## config.mk

```make
export PLATFORM = sky130hd
export DESIGN_NAME = mem_access_sequencer
export DESIGN_NICKNAME = d
export VERILOG_FILES = /design/src/rtl/mem_access_pkg.sv /design/src/rtl/mem_access_sequencer.sv
export SDC_FILE = /design/constraint.sdc
export NUM_CORES = 1
export LEC_CHECK = 0
export ABC_AREA = 1
export CORE_ASPECT_RATIO = 0.9
export CORE_MARGIN = 3
export CORE_UTILIZATION = 45
export DETAILED_ROUTE_END_ITERATION = 16
export PLACE_DENSITY = 0.7
export SYNTH_ARGS = -nofsm -noshare
export SYNTH_HDL_FRONTEND = slang
export SYNTH_SLANG_ARGS = --single-unit
```

## constraint.sdc

```tcl
create_clock -name clk -period 16.19 [get_ports clk]
set_input_delay 1.619 -clock clk [delete_from_list [all_inputs] [get_ports clk]]
set_output_delay 1.619 -clock clk [all_outputs]
set_load 0.005 [all_outputs]
```

## src/rtl/mem_access_pkg.sv

```systemverilog
// Shared types and constants for the byte-serial memory access sequencer.
// Beat counts and start-address rules live here so the top stays datapath-only.
package mem_access_pkg;

  localparam int ADDR_W       = 10;
  localparam int BEATS_BYTE   = 1;
  localparam int BEATS_WORD   = 4;
  localparam int BEATS_DOUBLE = 8;

  typedef enum logic [1:0] {
    IDLE  = 2'd0,
    ISSUE = 2'd1,
    DRAIN = 2'd2,
    DONE  = 2'd3
  } state_t;

  // A byte access wins when both size flags are set.
  function automatic logic [3:0] beat_count(input logic is_byte, input logic is_double);
    if (is_byte)        return 4'(BEATS_BYTE);
    else if (is_double) return 4'(BEATS_DOUBLE);
    else                return 4'(BEATS_WORD);
  endfunction

  // Wraps modulo 1024 through the natural ADDR_W-bit arithmetic.
  function automatic logic [ADDR_W-1:0] start_addr(input logic is_byte, input logic is_double,
                                                   input logic [ADDR_W-1:0] base);
    if (is_byte)        return base + ADDR_W'(3);
    else if (is_double) return base - ADDR_W'(4);
    else                return base;
  endfunction

endpackage

```

## src/rtl/mem_access_sequencer.sv

```systemverilog
// Splits byte/word/double MEM-stage accesses into one-byte memory beats,
// stalling the pipeline until the response pulse.
//
// state | meaning
// IDLE  | ready; accepts and latches a request
// ISSUE | one memory strobe per cycle, MSB-first
// DRAIN | collect the final read byte of a load
// DONE  | one-cycle rsp_valid; pipeline released
module mem_access_sequencer
  import mem_access_pkg::*;
(
  input  logic              clk,
  input  logic              rst,
  input  logic              req_valid,
  output logic              req_ready,
  input  logic              req_write,
  input  logic              req_byte,
  input  logic              req_double,
  input  logic [ADDR_W-1:0] req_addr,
  input  logic [63:0]       req_wdata,
  output logic [ADDR_W-1:0] mem_addr,
  output logic              mem_we,
  output logic              mem_re,
  output logic [7:0]        mem_wdata,
  input  logic [7:0]        mem_rdata,
  output logic              rsp_valid,
  output logic [63:0]       rsp_rdata,
  output logic              stall
);

  state_t            state, state_nxt;
  logic              wr_q;
  logic [3:0]        beats_left;
  logic [63:0]       wd_q;
  logic [63:0]       wd_aligned;
  logic [63:0]       result;
  logic              rd_pend;
  logic [ADDR_W-1:0] addr_q;
  logic              accept;
  logic              last_beat;

  assign accept    = (state == IDLE) && req_valid;
  assign last_beat = (beats_left == 4'd0);
  assign mem_addr  = addr_q;

  // Left-align the active bytes so every beat sends wd_q[63:56].
  always_comb begin
    wd_aligned = req_wdata;
    if (req_byte)        wd_aligned = {req_wdata[7:0], 56'h0};
    else if (!req_double) wd_aligned = {req_wdata[31:0], 32'h0};
  end

  always_ff @(posedge clk or posedge rst) begin
    if (rst) state <= IDLE;
    else     state <= state_nxt;
  end

  always_comb begin
    state_nxt = state;
    req_ready = 1'b0;
    mem_we    = 1'b0;
    mem_re    = 1'b0;
    mem_wdata = 8'h00;
    rsp_valid = 1'b0;
    stall     = 1'b0;
    case (state)
      IDLE: begin
        req_ready = 1'b1;
        if (req_valid) begin
          stall     = 1'b1;
          state_nxt = ISSUE;
        end
      end
      ISSUE: begin
        stall     = 1'b1;
        mem_we    = wr_q;
        mem_re    = !wr_q;
        mem_wdata = wr_q ? wd_q[63:56] : 8'h00;
        if (last_beat) state_nxt = wr_q ? DONE : DRAIN;
      end
      DRAIN: begin
        stall     = 1'b1;
        state_nxt = DONE;
      end
      DONE: begin
        rsp_valid = 1'b1;
        state_nxt = IDLE;
      end
      default: state_nxt = IDLE;
    endcase
  end

  always_ff @(posedge clk or posedge rst) begin
    if (rst) begin
      wr_q       <= 1'b0;
      beats_left <= 4'd0;
      wd_q       <= 64'h0;
      result     <= 64'h0;
      rd_pend    <= 1'b0;
      addr_q     <= '0;
      rsp_rdata  <= 64'h0;
    end else if (accept) begin
      wr_q       <= req_write;
      beats_left <= beat_count(req_byte, req_double) - 4'd1;
      wd_q       <= wd_aligned;
      result     <= 64'h0;
      rd_pend    <= 1'b0;
      addr_q     <= start_addr(req_byte, req_double, req_addr);
    end else begin
      // Read data lags its strobe by one cycle, so the shift follows rd_pend.
      rd_pend <= mem_re;
      if (rd_pend) result <= {result[55:0], mem_rdata};
      if (state == ISSUE && !last_beat) begin
        beats_left <= beats_left - 4'd1;
        addr_q     <= addr_q + ADDR_W'(1);
        wd_q       <= {wd_q[55:0], 8'h00};
      end
      if (state == ISSUE && last_beat && wr_q) rsp_rdata <= 64'h0;
      if (state == DRAIN)                      rsp_rdata <= {result[55:0], mem_rdata};
    end
  end

endmodule

```

### Word level (Yosys, flattened, before mapping)

Cells that the tools add are included.

* register bits after elaboration: 202
* input bits: 88
* output and inout bits: 87
* logic and storage cells: 63

* $add $sub $neg: 5
* equal/unequal tests: 5
* muxes and demuxes: 30
* bitwise logic cells: 1
* reductions and logical operators: 14

Operators by type and width (number)
* $mux W64: 6
* $mux W56: 2
* $mux W10: 4
* $mux W4: 5
* $mux W8: 2
* $add A10 B1 Y10 const B: 1
* $add A10 B2 Y10 const B: 1
* $sub A10 B3 Y10 const B: 1
* $pmux W2 S4: 1
* $sub A4 B1 Y4 const B: 2
* $mux W1: 7
* $reduce_bool A2 Y1: 3
* $eq A2 B2 Y1 const B: 2
* $logic_and A1 B1 Y1: 4
* $logic_not A4 Y1: 1
* $mux W2: 2
* $ne A2 B2 Y1 const B: 2
* $reduce_and A2 Y1: 2
* $eq A2 B1 Y1 const B: 1
* $logic_not A1 Y1: 2
* $logic_not A2 Y1: 1
* $pmux W1 S2: 1
* $reduce_or A2 Y1: 1
* $not A1 Y1: 1

### Logic depth before layout (Yosys ltp)

* word-level depth: 5
* gate-level depth with buffers: 12
* gate-level depth less buffers: 11

### Worst setup path after synthesis

OpenSTA, ideal clock, no wires.

* path kind: input -> output
* start: in req_valid
* end: out stall
* arrival: 2368 ps
* required time: 14571 ps
* path slack: 12203 ps
* stages on the path: 5
* path buffers: 3
* path through: nand2_2 buf_4 buf_2 buf_2 a21oi_1

* cells in the longest elaborated chain, start to end: 2

RTL lines
* from (decl): line mem_access_sequencer.sv:14 `input logic req_valid,`
* $mux W1: line mem_access_sequencer.sv:69 `if (req_valid) begin`
* $pmux W1 S2: line mem_access_sequencer.sv:66 `case (state)`
* to (decl): line mem_access_sequencer.sv:28 `output logic stall`

No other way between the ends.

### Worst setup path in the final report

* start: in req_valid
* end: reg wd_q[31]

* cells in the longest elaborated chain, start to end: 2
* elaborated cells between the ends (all ways): 3
* those cells by class: 1 x mux; 2 x reduce/logical

RTL lines
* $logic_and A1 B1 Y1 *: line mem_access_sequencer.sv:42 `assign accept = (state == IDLE) && req_valid;`
* $mux W64 or $reduce_bool A2 Y1 (tied branches)
* to (signal assigned): line mem_access_sequencer.sv:105 `wd_q <= wd_aligned;`
* to (signal assigned): line mem_access_sequencer.sv:116 `wd_q <= {wd_q[55:0], 8'h00};`
* to (decl): line mem_access_sequencer.sv:34 `logic [63:0] wd_q;`

Mark *: on every way between the ends. The rest lies on a longest branch, timed or not.
A chain may end at the register's enable or synchronous reset.

==> flow_summary.json <==
{
  "outcome": "finished, final reports clean",
  "p_per_area_nw_per_um2": 168,
  "finalNetCount": 1352,
  "hold_path_sink": "result[23]",
  "route.antenna.remaining_nets": 0,
  "timing.final.crit_share_pct": 30.5,
  "final_period_minus_worst_setup_slack_ps": 4950,
  "end_kind": "register",
  "rsz0062_at_grt": "no",
  "chipHeight_um": 144,
  "placed_area_um2": 11300,
  "ios": 175,
  "number_of_diodes_added_for_antenna_fixing": 0,
  "synthesis.nets": 1213,
  "setup_viol_count_final": 0,
  "critical_path.cell_chain": "clkdlybuf4s50_1, nand2_4, buf_4, inv_2, buf_4, nor2_4, buf_4, inv_2, nor2_1, a31oi_1",
  "cts_tree": "built",
  "grt.total_usage_pct": 21.8,
  "slowest_delay_ps": 740,
  "wl_per_cell_um": 16.4,
  "synth_xor_area_share_pct": 0.278,
  "dieWidth_um": 159,
  "syn_inst": 1115,
  "synthesis.area_um2": 9460,
  "path_delay_family": "buffers and inverters",
  "worstSetupStartpointType": "input pin",
  "floorplan.die_area_um2": 22800,
  "place.port_buffers": 174,
  "cts-htree-levels": 1,
  "fp-row-count": 49,
  "maximum_number_of_pins_on_one_net_before_global_route_repair": 157,
  "ctsResizeCount": 0,
  "drt_pass1_iterations": 5,
  "most-common-layout-cells": "nand2_1 (260), dfrtp_1 (202), clkdlybuf4s50_1 (174), inv_1 (158), o21ai_0 (143)",
  "floorplan.initialDensity_pct": 46.6,
  "worst_ep_arrival_time_ps": 5270,
  "yosys_warnings": 0,
  "fillcell_total": 1819,
  "ys.flop_type": "dfrtp_1",
  "cp_data_required_time_ps": 16520,
  "drt_drc_violations_left": 0,
  "synth-seq-cells": 202,
  "crit_path_most_repeated_cell": "buf_4",
  "synth_seq_area_share_pct": 53.5,
  "grt_first_pass_wirelength_mm": 40.7,
  "number_of_synthesized_flops_with_an_enable_pin": 0,
  "vias": 8140,
  "post_synth.cell_area_avg_um2": 8.48,
  "number_of_antenna_violations_at_the_first_check_in_global_routing": 0,
  "setup.worst_path.class": "input pin to register",
  "r2r_setup_slack_ps": 12060,
  "cts.sinks": 202,
  "power.total_mw": 2.00,
  "worst_setup_hold_path_clk_slew_ps": 60,
  "netlist-cell-type-count": 35,
  "critical_path.reg2reg.endpoint": "wd_q[31]",
  "syn2layout_area_growth_pct": 26.2,
  "synth_compound_area_share_pct": 17.4,
  "insertion_delay_ps": 480,
  "setup_tns_ps": 0,
  "drt-total-wl_mm": 25.3,
  "fin_area_um2": 11900,
  "clock_tree.buffer_depth": 3,
  "regToRegStartpoint": "state[0]",
  "vdd_drop_max_mv": 0.0794,
  "timing.critical_path.buf_inv": 6,
  "initialDrtViolationCount": 781,
  "cts_setup_buffers": 0,
  "cts_made_buffers": 21,
  "dp_hpwl_mm": 17.2,
  "drv.max_cap_violation_count": 0,
  "cpMaxStageDelayCell": "buf_4",
  "r2r.worst_path.cells": 11,
  "clock_skews_ps": 5.60,
  "core_area_um2": 20300,
  "holdPathStages": 2,
  "final-max-slew-violation-count": 0,
  "post_route_cells_drive_above_1_share_pct": 4.43,
  "ctsHoldBuffers": 0,
  "cts_root_buf": "clkbuf_16",
  "finish.utilization_pct": 58.8,
  "async_flop_share_pct": 100,
  "combinational_family_with_the_most_area_after_synthesis": "compound AO/OA/AOI/OAI gates",
  "yosys.area_share.adder_pct": 1.32,
  "overflow": 0,
  "via_count_of_the_first_global_routing_pass": 7513,
  "cellLeakagePower_nw": 5.25,
  "finalHoldViolations": 0,
  "max_slew_margin_pct": 28.0,
  "muxShareOfSynthArea_pct": 0,
  "timing.hold.worst.start": "result[23]",
  "gpl.final_weighted_congestion": 0.839,
  "critPathMaxFanout": 75,
  "hold_path_class": "register to register",
  "synthSimpleGateAreaFrac_pct": 17.2,
  "worst_pin_slew_ps": 1080,
  "routed_via_density": 5.27,
  "max_freq_ghz": 0.202,
  "most_common_cell_after_layout_fill_and_taps_aside": "nand2_1"
}
==> cells by family (layout without fill, tap and decap cells) <==
group / Yosys count / in the layout
compound gates: 268 / 268
xor+xnor: 3 / 3
fa+ha+maj: 10 / 10
buf+inv: 231 / 380
flops: 202 / 202
simple gates: 401 / 401
==> synthesized netlist by cell type (3+ instances only) <==
cell type	number	area, um2
nand2_2	3	18.8
o21ai_1	4	20.0
nand3_1	47	235
buf_2	25	125
clkbuf_1	21	78.8
o221ai_1	6	52.6
dfrtp_1	202	5050
inv_2	7	26.3
a32oi_1	24	210
o22ai_1	20	125
a31oi_1	7	43.8
ha_1	10	125
nor2_1	79	297
o211ai_1	18	135
a32o_1	8	80.1
a21oi_1	15	75.1
inv_1	159	597
a22oi_1	18	135
o21ai_0	143	716
buf_4	12	90.1
buf_6	3	33.8
nand4_1	5	31.3
clkbuf_2	4	20.0
nand2_1	260	976
==> worst min-delay path, delay by kind of cell, from the launching register on <==
kind	cells	cell delay (ps)
simple gates	1	50
compound gates	1	60
flops	1	340
==> sequential cells by signal, summed over array words and instances, names as in the netlist <==
name	count
beats_left	4
mem_addr	10
rd_pend	1
result	56
rsp_rdata	64
state	2
wd_q	64
wr_q	1
==> cell type report <==
type                    count  area, um2  area share, %
inverters                 166        631           5.29
clock inverters             3       65.1          0.545
well taps                 280        350           2.94
flip-flops and latches    202       5050           42.4
multi-input cells         682       3440           28.9
repair buffers            181       1790           15.0
clock buffers              30        589           4.94
==> stage by stage <==
step	worst slack, ps	cells	hold slack [ps]
floorplan	9060	1115	453
global placement	10880	1511	465
detailed placement	10800	1511	473
CTS	11290	1544	488
global route	10930	1544	502
finish	11240	1544	484
==> routing by layer <==
layer | up-vias | global-route usage [%] | routed length [um]
met5 | - | 0 | 0
met4 | 0 | 5.20 | 535
met3 | 38 | 2.94 | 1440
met2 | 287 | 32.7 | 11200
met1 | 3884 | 33.7 | 12200
li1 | 3931 | - | -
==> worst max path at each step <==
stage                          to      start  slack, ps  cells after the start
global route           result[35]  req_valid      10930                      7
detailed placement       wd_q[31]  req_valid      10800                     10
CTS                      wd_q[31]  req_valid      11290                     10
finish                   wd_q[31]  req_valid      11240                     10
global placement         wd_q[24]  req_valid      10880                     10
floorplan           beats_left[0]        rst       9060                      1
==> where the power goes <==
group | total, mW | switching (mW) | leakage, nW | internal (mW)
clock | 0.468 | 0.185 | 0.320 | 0.282
sequential | 0.763 | 0.0940 | 2.69 | 0.669
combinational | 0.768 | 0.470 | 2.24 | 0.298
total | 2.00 | 0.749 | 5.25 | 1.25
Note: power is estimated with default switching activity, not from simulation.
